$ cat config.mk
export PLATFORM = sky130hd
export DESIGN_NAME = asymdata_outbuf
export DESIGN_NICKNAME = d
export VERILOG_FILES = /design/src/rtl/asymdata_pkg.sv /design/src/rtl/asymdata_subword_sel.sv /design/src/rtl/asymdata_outbuf.sv
export SDC_FILE = /design/constraint.sdc
export NUM_CORES = 1
export LEC_CHECK = 0
export CAP_MARGIN = 20
export CORE_AREA = 5 5 42 44
export DETAILED_ROUTE_END_ITERATION = 12
export DIE_AREA = 0 0 47 49
export SLEW_MARGIN = 20
export SYNTH_ARGS = -nofsm -noshare
export SYNTH_HDL_FRONTEND = slang
export SYNTH_SLANG_ARGS = --single-unit
export TNS_END_PERCENT = 20
$ cat constraint.sdc
create_clock -name clk_pop -period 1.05 [get_ports clk_pop]
set_input_delay 0.1575 -clock clk_pop [delete_from_list [all_inputs] [get_ports clk_pop]]
set_output_delay 0.1575 -clock clk_pop [all_outputs]
set_load 0.005 [all_outputs]
$ cat src/rtl/asymdata_pkg.sv
// asymdata_pkg: shared ratio/width helpers and mode constants for the asymmetric FIFO buffers
package asymdata_pkg;
  localparam int ASYM_ERR_STICKY  = 0;
  localparam int ASYM_ERR_DYNAMIC = 1;
  localparam int ASYM_MSB_FIRST   = 0;
  localparam int ASYM_LSB_FIRST   = 1;
  function automatic int asym_ratio(input int in_w, input int out_w);
    return in_w / out_w;
  endfunction
  function automatic int asym_cnt_w(input int k);
    return (k <= 2) ? 1 : $clog2(k);
  endfunction
endpackage

$ cat src/rtl/asymdata_subword_sel.sv
// asymdata_subword_sel: picks sub-word cnt (or K-1-cnt for MSB-first) out of a wide word
module asymdata_subword_sel
  import asymdata_pkg::*;
#(
  parameter int in_width   = 16,
  parameter int out_width  = 8,
  parameter int byte_order = ASYM_MSB_FIRST
) (
  input  logic [in_width-1:0]                                      i_word,
  input  logic [asym_cnt_w(asym_ratio(in_width, out_width))-1:0]   i_cnt,
  output logic [out_width-1:0]                                     o_sub
);
  localparam int K  = asym_ratio(in_width, out_width);
  localparam int CW = asym_cnt_w(K);
  localparam logic [CW-1:0] LAST = CW'(K - 1);
  logic [CW-1:0] w_idx;
  assign w_idx = (byte_order == ASYM_LSB_FIRST) ? i_cnt : LAST - i_cnt;
  assign o_sub = i_word[w_idx*out_width +: out_width];
endmodule

$ cat src/rtl/asymdata_outbuf.sv
// asymdata_outbuf: pop-side wide-to-narrow buffer; hands out K sub-words per FIFO word
// and pops the FIFO combinationally as the last sub-word is taken.
module asymdata_outbuf
  import asymdata_pkg::*;
#(
  parameter int in_width   = 16,
  parameter int out_width  = 8,
  parameter int err_mode   = ASYM_ERR_STICKY,
  parameter int byte_order = ASYM_MSB_FIRST
) (
  input  logic                 clk_pop,
  input  logic                 rst_pop_n,
  input  logic                 init_pop_n,
  input  logic                 pop_req_n,
  input  logic [in_width-1:0]  data_in,
  input  logic                 fifo_empty,
  output logic                 pop_wd_n,
  output logic [out_width-1:0] data_out,
  output logic                 part_wd,
  output logic                 pop_error
);
  localparam int K  = asym_ratio(in_width, out_width);
  localparam int CW = asym_cnt_w(K);
  localparam logic [CW-1:0] LAST = CW'(K - 1);
  if (in_width % out_width != 0 || K < 2) begin : g_bad_ratio
    $error("asymdata_outbuf: in_width must be a multiple K>=2 of out_width");
  end
  logic [CW-1:0] r_cnt;
  logic          r_err;
  logic          w_pop, w_uf, w_last;
  assign w_pop  = ~pop_req_n & ~fifo_empty;
  assign w_uf   = ~pop_req_n & fifo_empty;
  assign w_last = (r_cnt == LAST);
  always_ff @(posedge clk_pop or negedge rst_pop_n) begin
    if (!rst_pop_n) begin
      r_cnt <= '0;
      r_err <= 1'b0;
    end else if (!init_pop_n) begin
      r_cnt <= '0;
      r_err <= 1'b0;
    end else begin
      if (w_pop) r_cnt <= w_last ? '0 : r_cnt + CW'(1);
      r_err <= (err_mode == ASYM_ERR_DYNAMIC) ? w_uf : (r_err | w_uf);
    end
  end
  // init does not gate the word pop: the consumer still took the last sub-word
  assign pop_wd_n  = ~(w_pop & w_last);
  assign part_wd   = (r_cnt != '0);
  assign pop_error = r_err;
  asymdata_subword_sel #(
    .in_width  (in_width),
    .out_width (out_width),
    .byte_order(byte_order)
  ) u_sel (
    .i_word(data_in),
    .i_cnt (r_cnt),
    .o_sub (data_out)
  );
endmodule

**After elaboration in Yosys (flattened, before gate mapping)**

Cells that the tools add are included.

- Input bits: 21
- Register bits: 2
- Output and inout bits: 11
- Logic and storage cells: 17

- Multiplexer cells: 4
- Equal/unequal tests: 1
- Bitwise gates (word level): 7
- Shift operators: 1
- Add/sub/neg operators: 2

Operators by type and width:

| operator | count |
|---|---|
| variable part select 16 x 5 -> 8 bit | 1 |
| two-way mux 1 bit | 4 |
| bitwise AND 1 bit | 3 |
| inverter 1 bit | 3 |
| inequality test 2 x 1 -> 1 bit, second input constant | 1 |
| adder 1 bit, second input constant | 1 |
| OR 1 bit | 1 |
| subtractor 1 bit, first input constant | 1 |

**Depth between registers and ports, before layout**

Gate-level depths: netlist (run 1).

- Word-level depth: 4
- Depth in mapped cells: 3
- Gate-level depth less buffers: 2

**Modules after synthesis**

From an unflattened synthesis (run 1), not the netlist that was laid out.

- Cells, all modules: 18
- Area total of the unflattened synthesis: 224.0 sq um

By module, submodules not included:

| module | cells an instance | seq. area each (sq um) | times used | area an instance (sq um) |
|---|---|---|---|---|
| asymdata_subword_sel | 9 | 0.0 | 1 | 131.4 |
| asymdata_outbuf | 9 | 50.0 | 1 | 92.6 |

**Worst setup path after synthesis (run 1)**

Ideal clock, no wire load.

- Kind: register to output
- Start point: reg r_cnt, in the netlist part_wd
- End point: out data_out[0]
- Data required time: 892 ps
- Data arrival time: 903 ps
- Buffers on the path: 1
- Cell stages (with the launch flop): 3
- Setup slack: -11 ps
- Cell sequence: dfrtp_1 > buf_2 > mux2_2

- Cells in the longest elaborated chain, start to end: 2

Ends and longest elaborated chain:

| what | line | source |
|---|---|---|
| start, declared | asymdata_outbuf.sv:28 | `logic [CW-1:0] r_cnt;` |
| start signal, assigned | asymdata_outbuf.sv:42 | `if (w_pop) r_cnt <= w_last ? '0 : r_cnt + CW'(1);` |
| subtractor 1 bit | asymdata_subword_sel.sv:17 | `assign w_idx = (byte_order == ASYM_LSB_FIRST) ? i_cnt : LAST - i_cnt;` |
| variable part select 16 x 5 -> 8 bit | asymdata_subword_sel.sv:18 | `assign o_sub = i_word[w_idx*out_width +: out_width];` |
| end, declared | asymdata_outbuf.sv:18 | `output logic [out_width-1:0] data_out,` |

Every way passes these cells.

**Worst setup path in the final report (run 1)**

- Start point: reg r_cnt, in the netlist part_wd
- End point: out data_out[1]

The elaborated chain is that of the path after synthesis.

==> out/metrics.csv, run 1 <==
metric,value,unit
gp_congestion,0.6575,
power_density,848.4,mW/mm2
yosys_most_used_dff,dfrtp_1,
cts_made_buffers,3,
synthArstFlopShare,100.0,%
fmax,736.1,MHz
syn-num-nets,39,
synth_edf_count,0,
fin_crit,1.359,ns
clkPwrFrac,37.9,%
h-tree-depth,1,
p_comb_share,44.1,%
fp.dieArea,0.002303,mm2
rr_endpoint,part_wd,
tightest_slew,0.2000,ns
fin_hold_ws,0.08507,ns
synth_area_per_cell,10.29,um2
cts_tree,built,
synth_area_leaders,"mux2_2 49%, dfrtp_1 27%, or4b_1 5.4%, nand2_1 4.1%, o21a_1 4.1%",
seqCellArea,51.30,um2
drt_iter0_drc,0,
syn_to_final_growth,206.8,%
cp_common_cell,buf_6,
required,0.89,ns
ios,32,
die_height,49,um
io_buffers,31,
p_switching,118.4,uW
end_kind,output pin,
crit_arrival,1.20,ns
reg2reg_setup_slack,-0.24,ns
cts_buffer_depth,2,
grt_first_pass_wirelength,1359,um
route.detailed.wl_per_inst,13.11,um
hold_violations,0,
fill_cells,154,
fp-row-count,14,
initial_core_util,13.21,%
ys_types,9,
setup_tns,-2.850,ns
viasPerCell,4.110,
r2r_cells,4,
syn_area,185.2,um2
seq_area_frac_synth,27.03,%
hp-class,in2async,
fin_worst_skew,0,ns
drcViolationCount,0,
p_leak,0.0002488,uW
drt-pass1-iter-count,1,
grt_max_degree,6,
placed_cell_area,540.5,um2
worstPathCellList,buf_6 > mux2_4 > buf_6,
rsz0062_at_grt,yes,
synth_top_area_cell,mux2_2,
path_class,reg2out,
final_area,568.0,um2
worst-path-buf-inv,2,
nets,80,
slew_headroom,86.62,%
ys_top_cells_by_count,"8 x mux2_2, 2 x dfrtp_1, 2 x nand2_1",
p_int,363.5,uW
status,finished with violations,
yosysMostFrequentCell,mux2_2,
slowest_delay,0.41,ns
vias,300,
slowest_stage,dfrtp_2,
ys_ff_latch,2,
critPathTopFamily,flip-flops,
clk_pin_slew,0.04,ns
grt_overflow,0,
r2r_start,part_wd,
drive_above_1_share,52.63,%
ant_nets,0,
swShare,24.57,%
worst_slack,-0.3086,ns
cts-root-buf,clkbuf_4,
cts.sinks,2,
grt_util_all_layers,9.085,%
place_hpwl,629.4,um
multi_input_area,145.1,um2
peakVddDrop,0.0002863,V
setup_viol,11,
die_w,47,um
drv_cap,0,
yosys_warnings,0,
cp-start-kind,flop,
grt_pass1_vias,314,
power_frac_seq,18.1,%
timing.final.crit_share,129.4,%
violations,negative setup slack,
critPathMaxFanout,5,
clock_latency,0.24,ns
synth.top_cell.area_share,48.65,%
antennaDiodeCount,0,
slew_viol_final,0,
core_area,0.001401,mm2
netlist_instances,18,
routed_wl,957,um
antenna_found_initial,0,
## layout make-up
cell class                      count  area share (%)
Sequential cell                     2           9.031
Multi-Input combinational cell     15           25.55
Tap cell                           16           3.524
Timing Repair Buffer               37           57.93
Clock buffer                        3           3.965
## per-layer routing
metal	share of wire [%]	global-route usage, %	vias to the layer above
li1	-	-	145
met4	3.0	8.295	0
met5	0	0	-
met1	34	8.132	129
met2	51	14.48	22
met3	13	3.690	4
## registers in the layout (all words and copies together), names as in the netlist
register   cells
part_wd        1
pop_error      1
## worst max-delay path by stage
stage	startpoint	to	slack, ns	cells past startpoint
2_1_floorplan	part_wd	part_wd	0.02	2
3_3_place_gp	part_wd	data_out[0]	-0.47	2
3_5_place_dp	part_wd	data_out[5]	-0.48	2
4_1_cts	part_wd	data_out[1]	-0.31	3
5_1_grt	part_wd	data_out[1]	-0.34	3
6_report	part_wd	data_out[1]	-0.31	3
## placed cells by master, fill, tap and decap left out, types with 2 or more instances in the layout
cell type / synthesis / routed
clkdlybuf4s50_1: 0 / 20
buf_2: 1 / 7
mux2_2: 8 / 6
buf_6: 0 / 5
clkbuf_4: 0 / 3
buf_4: 0 / 3
mux2_4: 0 / 2
nand2_1: 2 / 2
## logic make-up after synthesis
| family | count (synthesis) | synth area share (%) |
|---|---|---|
| flops | 2 | 27.03 |
| buf+inv | 1 | 2.700 |
| mux | 8 | 48.65 |
| simple gates | 5 | 14.87 |
| compound gates | 2 | 6.756 |
## timing repair
| item | in CTS | in global routing |
|---|---|---|
| gates resized for setup | 47 | 6 |
| buffers inserted | 3 | 0 |
| hold buffers | 0 | 0 |
| hold endpoints to repair | 0 | 0 |
| endpoints found under the setup margin | 12 | 12 |
| pin swaps | 1 | 0 |
## worst register-to-register path, stage by stage (launching register included)
cell and delay, ns:
dfrtp_2 0.41, buf_6 0.14, buf_6 0.11, or4b_4 0.48
o21ai_2 0.07
## power by group through the flow
| stage | registers, uW | logic (uW) | clock network, uW |
|---|---|---|---|
| 2_1_floorplan | 87.2 | 54.5 | 0 |
| 3_3_place_gp | 93.2 | 203 | 0 |
| 3_5_place_dp | 93.5 | 202 | 0 |
| 4_1_cts | 86.5 | 203 | 192 |
| 5_1_grt | 87.5 | 226 | 212 |
| 6_report | 87.1 | 212 | 182 |
## through the flow
| step | util [%] | setup slack, ns | power [uW] | instances |
|---|---|---|---|---|
| 6_report | 40.54 | -0.3086 | 481.9 | 73 |
| 5_1_grt | 40.54 | -0.3376 | 524.7 | 73 |
| 4_1_cts | 39.55 | -0.3055 | 481.7 | 73 |
| 3_5_place_dp | 38.57 | -0.4771 | 295.9 | 68 |
| 3_3_place_gp | 38.57 | -0.4655 | 296.3 | 68 |
| 2_1_floorplan | - | 0.02415 | 141.7 | 18 |
No activity file was read; power rests on OpenSTA's default activity.
==> inputs of run 2 (changes only) <==
--- a/config.mk
+++ b/config.mk
@@ -5,10 +5,12 @@
 export SDC_FILE = /design/constraint.sdc
 export NUM_CORES = 1
 export LEC_CHECK = 0
+export ABC_CLOCK_PERIOD_IN_PS = 1050
 export CAP_MARGIN = 20
-export CORE_AREA = 5 5 42 44
+export CORE_AREA = 2 2 39 41
 export DETAILED_ROUTE_END_ITERATION = 12
-export DIE_AREA = 0 0 47 49
+export DIE_AREA = 0 0 41 43
+export GPL_ROUTABILITY_DRIVEN = 0
 export SLEW_MARGIN = 20
 export SYNTH_ARGS = -nofsm -noshare
 export SYNTH_HDL_FRONTEND = slang
==> out/metrics.csv, run 2 (synthesis gave the netlist of run 1 again) <==
metric,value,unit,change
final_core_util,39.60,%,-0.93 points
ant_nets,0,,unchanged
final_area,548.0,um2,-3.5%
status,finished with violations,,
peakVddDrop,0.0003836,V,+34%
p_total,445.2,uW,-7.6%
route.detailed.wl_per_inst,10.04,um,-23%
worst_slack,-0.2795,ns,+0.02909 ns
drt_iter0_drc,0,,unchanged
grt_max_degree,5,,-1
path_class,reg2out,,
nets,81,,+1.3%
multi_input_area,130.1,um2,-10%
die_height,43,um,-12%
fill_cells,157,,+1.9%
drv_cap,0,,unchanged
seqCellArea,51.30,um2,unchanged
cts_tree,built,,
grt_overflow,0,,unchanged
placed_cell_area,540.5,um2,unchanged
rr_endpoint,part_wd,,
clock_latency,0.22,ns,-0.02 ns
cts_buffer_depth,2,,unchanged
violations,negative setup slack,,
hold_violations,0,,unchanged
grt_util_all_layers,10.32,%,+1.2 points
io_buffers,31,,unchanged
core_area,0.001384,mm2,-1.2%
cp-start-kind,flop,,
layout_commonest_cell,clkdlybuf4s50_1,,
clk_pin_slew,0.03,ns,about the same
cts_hold_buf,0,,unchanged
timing.final.crit_share,126.6,%,-2.8 points
syn_to_final_growth,195.9,%,
r2r_start,part_wd,,
grt_pass1_vias,322,,+2.5%
grt_first_pass_wirelength,1173,um,-14%
initial_core_util,13.38,%,+0.17 points
fmax,752.2,MHz,+2.2%
p_leak,0.0002412,uW,-3.0%
fp-row-count,14,,unchanged
power_density,812.4,mW/mm2,-4.2%
cts_made_buffers,3,,unchanged
drive_above_1_share,48.28,%,-4.4 points
required,0.89,ns,about the same
tightest_slew,0.1395,ns,-0.06047 ns
r2r_cells,4,,unchanged
slew_headroom,90.66,%,+4.0 points
setup_tns,-2.839,ns,+0.01057 ns
die_w,41,um,-13%
fin_hold_ws,0.1027,ns,+0.01760 ns
cts-root-buf,clkbuf_4,,
startpoint,part_wd,,
cts.sinks,2,,unchanged
h-tree-depth,1,,unchanged
fp.dieArea,0.001763,mm2,-23%
fin_crit,1.329,ns,-0.02909 ns
end_kind,output pin,,
setup_viol,11,,unchanged
viasPerCell,3.986,,-3.0%
hp-class,in2async,,
routed_wl,743,um,-22%
drt-pass1-iter-count,1,,unchanged
rsz0062_at_grt,yes,,
fin_worst_skew,0,ns,unchanged
vias,295,,-1.7%
slew_viol_final,0,,unchanged
critPathMaxFanout,4,,-1
drcViolationCount,0,,unchanged
crit_arrival,1.17,ns,-0.03 ns
antennaDiodeCount,0,,unchanged
place_hpwl,564.7,um,-10%
antenna_found_initial,0,,unchanged
layout_common_cells,"20 x clkdlybuf4s50_1, 9 x buf_2, 8 x mux2_2, 5 x buf_4, 3 x clkbuf_4",,
ios,32,,unchanged
reg2reg_setup_slack,-0.28,ns,-0.04 ns
[run 2: cell types whose count changed in the layout (fill, tap and decap cells not counted)]
cell and delta:
buf_2 +2, buf_4 +2, buf_6 -3, clkbuf_2 -1
dlygate4sd2_1 +1, mux2_2 +2, mux2_4 -2, o21ai_1 +1
o21ai_2 -1, or4b_1 +1, or4b_4 -1
[run 2: layout make-up]
class                      instances  share of cell area (%)
clock buffer                       3                   4.110
sequential                         2                   9.361
timing repair buffer              38                   59.13
tap                               16                   3.653
multi-input combinational         15                   23.74
[run 2: per-layer routing]
metal	share of wire [%]	GRT usage, %	up-vias
met2	54	15.31	17
met4	0	10.00	0
li1	-	-	147
met3	9.6	2.094	0
met5	0	0	-
met1	37	11.18	131
[run 2: through the flow]
stage	worst slack, ns	std cells
global placement	-0.4721	68
finish	-0.2795	74
global route	-0.3284	74
CTS	-0.2764	74
detailed placement	-0.4712	68
floorplan	0.02415	18
[run 2: critical path, stage by stage (launching register included)]
cell	delay [ns]
dfrtp_2	0.38
buf_6	0.12
mux2_2	0.32
buf_2	0.12
[run 2: where the power goes]
group          total [uW]  internal (uW)  leakage (uW)  switching, uW
registers            88.1           83.5     0.0000250           4.66
logic                 191            141      0.000202           50.0
clock network         166            126     0.0000138           40.0
total                 445            351      0.000241           94.6
[run 2: worst max path at each step]
| stage | slack, ns | cells after the start | to |
|---|---|---|---|
| final | -0.28 | 3 | data_out[1] |
| after global routing | -0.33 | 4 | part_wd |
| after CTS | -0.28 | 3 | data_out[0] |
| after detailed placement | -0.47 | 2 | data_out[6] |
| after global placement | -0.47 | 2 | data_out[6] |
| after floorplan | 0.02 | 2 | part_wd |
[run 2: what timing repair did]
item,CTS,global route
buffers inserted,3,0
endpoints found under the setup margin,12,11
gates resized for setup,45,0
pin swaps,1,0
==> inputs of run 3 (changes only) <==
--- a/config.mk
+++ b/config.mk
@@ -11,6 +11,7 @@
 export DETAILED_ROUTE_END_ITERATION = 12
 export DIE_AREA = 0 0 41 43
 export GPL_ROUTABILITY_DRIVEN = 0
+export PLACE_DENSITY_LB_ADDON = 0.3
 export SLEW_MARGIN = 20
 export SYNTH_ARGS = -nofsm -noshare
 export SYNTH_HDL_FRONTEND = slang
==> out/metrics.csv, run 3 (synthesis gave the netlist of run 1 again) <==
metric,value,unit,change
wl_met3,142,um,+100%
ios,32,,unchanged
clock_latency,0.23,ns,about the same
fmax,747.8,MHz,-0.58%
h-tree-depth,1,,unchanged
antennaDiodeCount,0,,unchanged
drive_above_1_share,50.91,%,+2.6 points
required,0.89,ns,about the same
layout_commonest_cell,clkdlybuf4s50_1,,
highest_layer,met4,,
cts.sinks,2,,unchanged
fp-row-count,14,,unchanged
drt-pass1-iter-count,1,,unchanged
routed_wl,800,um,+7.7%
cts_tree,built,,
p_int,354.0,uW,+0.94%
fin_crit,1.337,ns,+0.007766 ns
die_height,43,um,unchanged
grt_overflow,0,,unchanged
cp-start-kind,flop,,
peakVddDrop,0.0003014,V,-21%
fin_hold_ws,0.09852,ns,-0.004150 ns
layout_common_cells,"20 x clkdlybuf4s50_1, 8 x mux2_2, 7 x buf_2, 5 x buf_6, 3 x clkbuf_4",,
worstPathCellList,buf_6 > mux2_2 > buf_2,,
setup_tns,-2.727,ns,+0.1127 ns
fp.dieArea,0.001763,mm2,unchanged
path_class,reg2out,,
tightest_slew,0.1659,ns,+0.02633 ns
drcViolationCount,0,,unchanged
instances_no_fill,71,,-4.1%
dp_cells,66,,-2.9%
rsz0062_at_grt,yes,,
critPathTopFamily,flip-flops,,
violations,negative setup slack,,
drv_cap,0,,unchanged
syn_to_final_growth,193.9,%,
vias,306,,+3.7%
critPathMaxFanout,5,,+1
slew_headroom,88.90,%,-1.8 points
core_area,0.001384,mm2,unchanged
end_kind,output pin,,
die_w,41,um,unchanged
swShare,23.14,%,+1.9 points
worst-path-buf-inv,2,,unchanged
clk_pin_slew,0.03,ns,about the same
grt_max_degree,6,,+1
place_hpwl,614.7,um,+8.9%
status,finished with violations,,
wl_met2,364,um,-8.8%
nets,78,,-3.7%
power_frac_seq,19.0,%,-0.8 points
timing.final.crit_share,127.4,%,+0.74 points
setup_viol,11,,unchanged
p_switching,106.6,uW,+13%
slowest_delay,0.37,ns,about the same
hold_violations,0,,unchanged
initial_core_util,13.38,%,unchanged
grt_first_pass_wirelength,1242,um,+5.9%
antenna_found_initial,0,,unchanged
wl_met1,263,um,-3.3%
io_buffers,31,,unchanged
cts_made_buffers,3,,unchanged
viasPerCell,4.310,,+8.1%
grt_util_all_layers,11.22,%,+0.90 points
route.detailed.wl_per_inst,11.27,um,+12%
cts_buffer_depth,2,,unchanged
fin_worst_skew,0,ns,unchanged
power_density,846.2,mW/mm2,+4.2%
drt_iter0_drc,0,,unchanged
worst_slack,-0.2873,ns,-0.007766 ns
ant_nets,0,,unchanged
final_core_util,39.33,%,-0.27 points
crit_arrival,1.18,ns,about the same
slew_viol_final,0,,unchanged
hp-class,in2async,,
grt_pass1_vias,331,,+2.8%
slowest_stage,dfrtp_2,,
cts-root-buf,clkbuf_4,,
clkPwrFrac,38.0,%,+0.8 points
p_leak,0.0002346,uW,-2.8%
p_comb_share,43.1,%,about the same
run 3: worst register-to-register path, delay by kind of cell (launching register included):
kind / cells / cell delay, ns
and+or+nand+nor: 1 / 0.50
DFF: 1 / 0.41
buffers and inverters: 2 / 0.24
AOI/OAI and AO/OA: 1 / 0.07
run 3: power by group through the flow:
stage	clock network, uW	logic [uW]	registers, uW
global route	189	216	87.7
CTS	186	189	86.6
floorplan	0	54.5	87.2
detailed placement	0	198	92.9
finish	175	198	87.3
global placement	0	199	93.4
run 3: layout make-up:
type / count / area [um2]
Timing Repair Buffer: 35 / 312.8
Fill cell: 143 / 839.6
Tap cell: 16 / 20.02
Clock buffer: 3 / 22.52
Multi-Input combinational cell: 15 / 137.6
Sequential cell: 2 / 51.30
run 3: worst paths after layout:
check,startpoint,endpoint,slack (ns),cells after the start
max in group asynchronous,rst_pop_n,part_wd,0.82,1
min in group clk_pop,pop_error,pop_error,0.48,1
setup reg to reg,part_wd,part_wd,-0.26,4
hold / removal,rst_pop_n,part_wd,0.1,1
setup / recovery,part_wd,data_out[7],-0.29,3
hold reg to reg,pop_error,pop_error,0.48,1
run 3: per-layer routing:
layer  up-vias  GRT usage [%]
li1        140              -
met1       128          11.18
met2        34          17.81
met3         4          2.618
met4         0          10.00
met5         -              0
run 3: through the flow:
stage          total power, uW  setup slack (ns)  cell area (um2)
2_1_floorplan            141.7           0.02415            187.7
3_3_place_gp             292.0           -0.4710            525.5
3_5_place_dp             290.5           -0.4485            525.5
4_1_cts                  461.4           -0.2775            529.3
5_1_grt                  492.2           -0.3278            544.3
6_report                 460.5           -0.2873            544.3
run 3: what timing repair did:
| action | in CTS | in global routing |
|---|---|---|
| setup buffers | 2 | 0 |
| pin swaps | 1 | 0 |
| hold buffers | 0 | 0 |
| endpoints found under the setup margin | 12 | 11 |
| resized for setup | 46 | 5 |
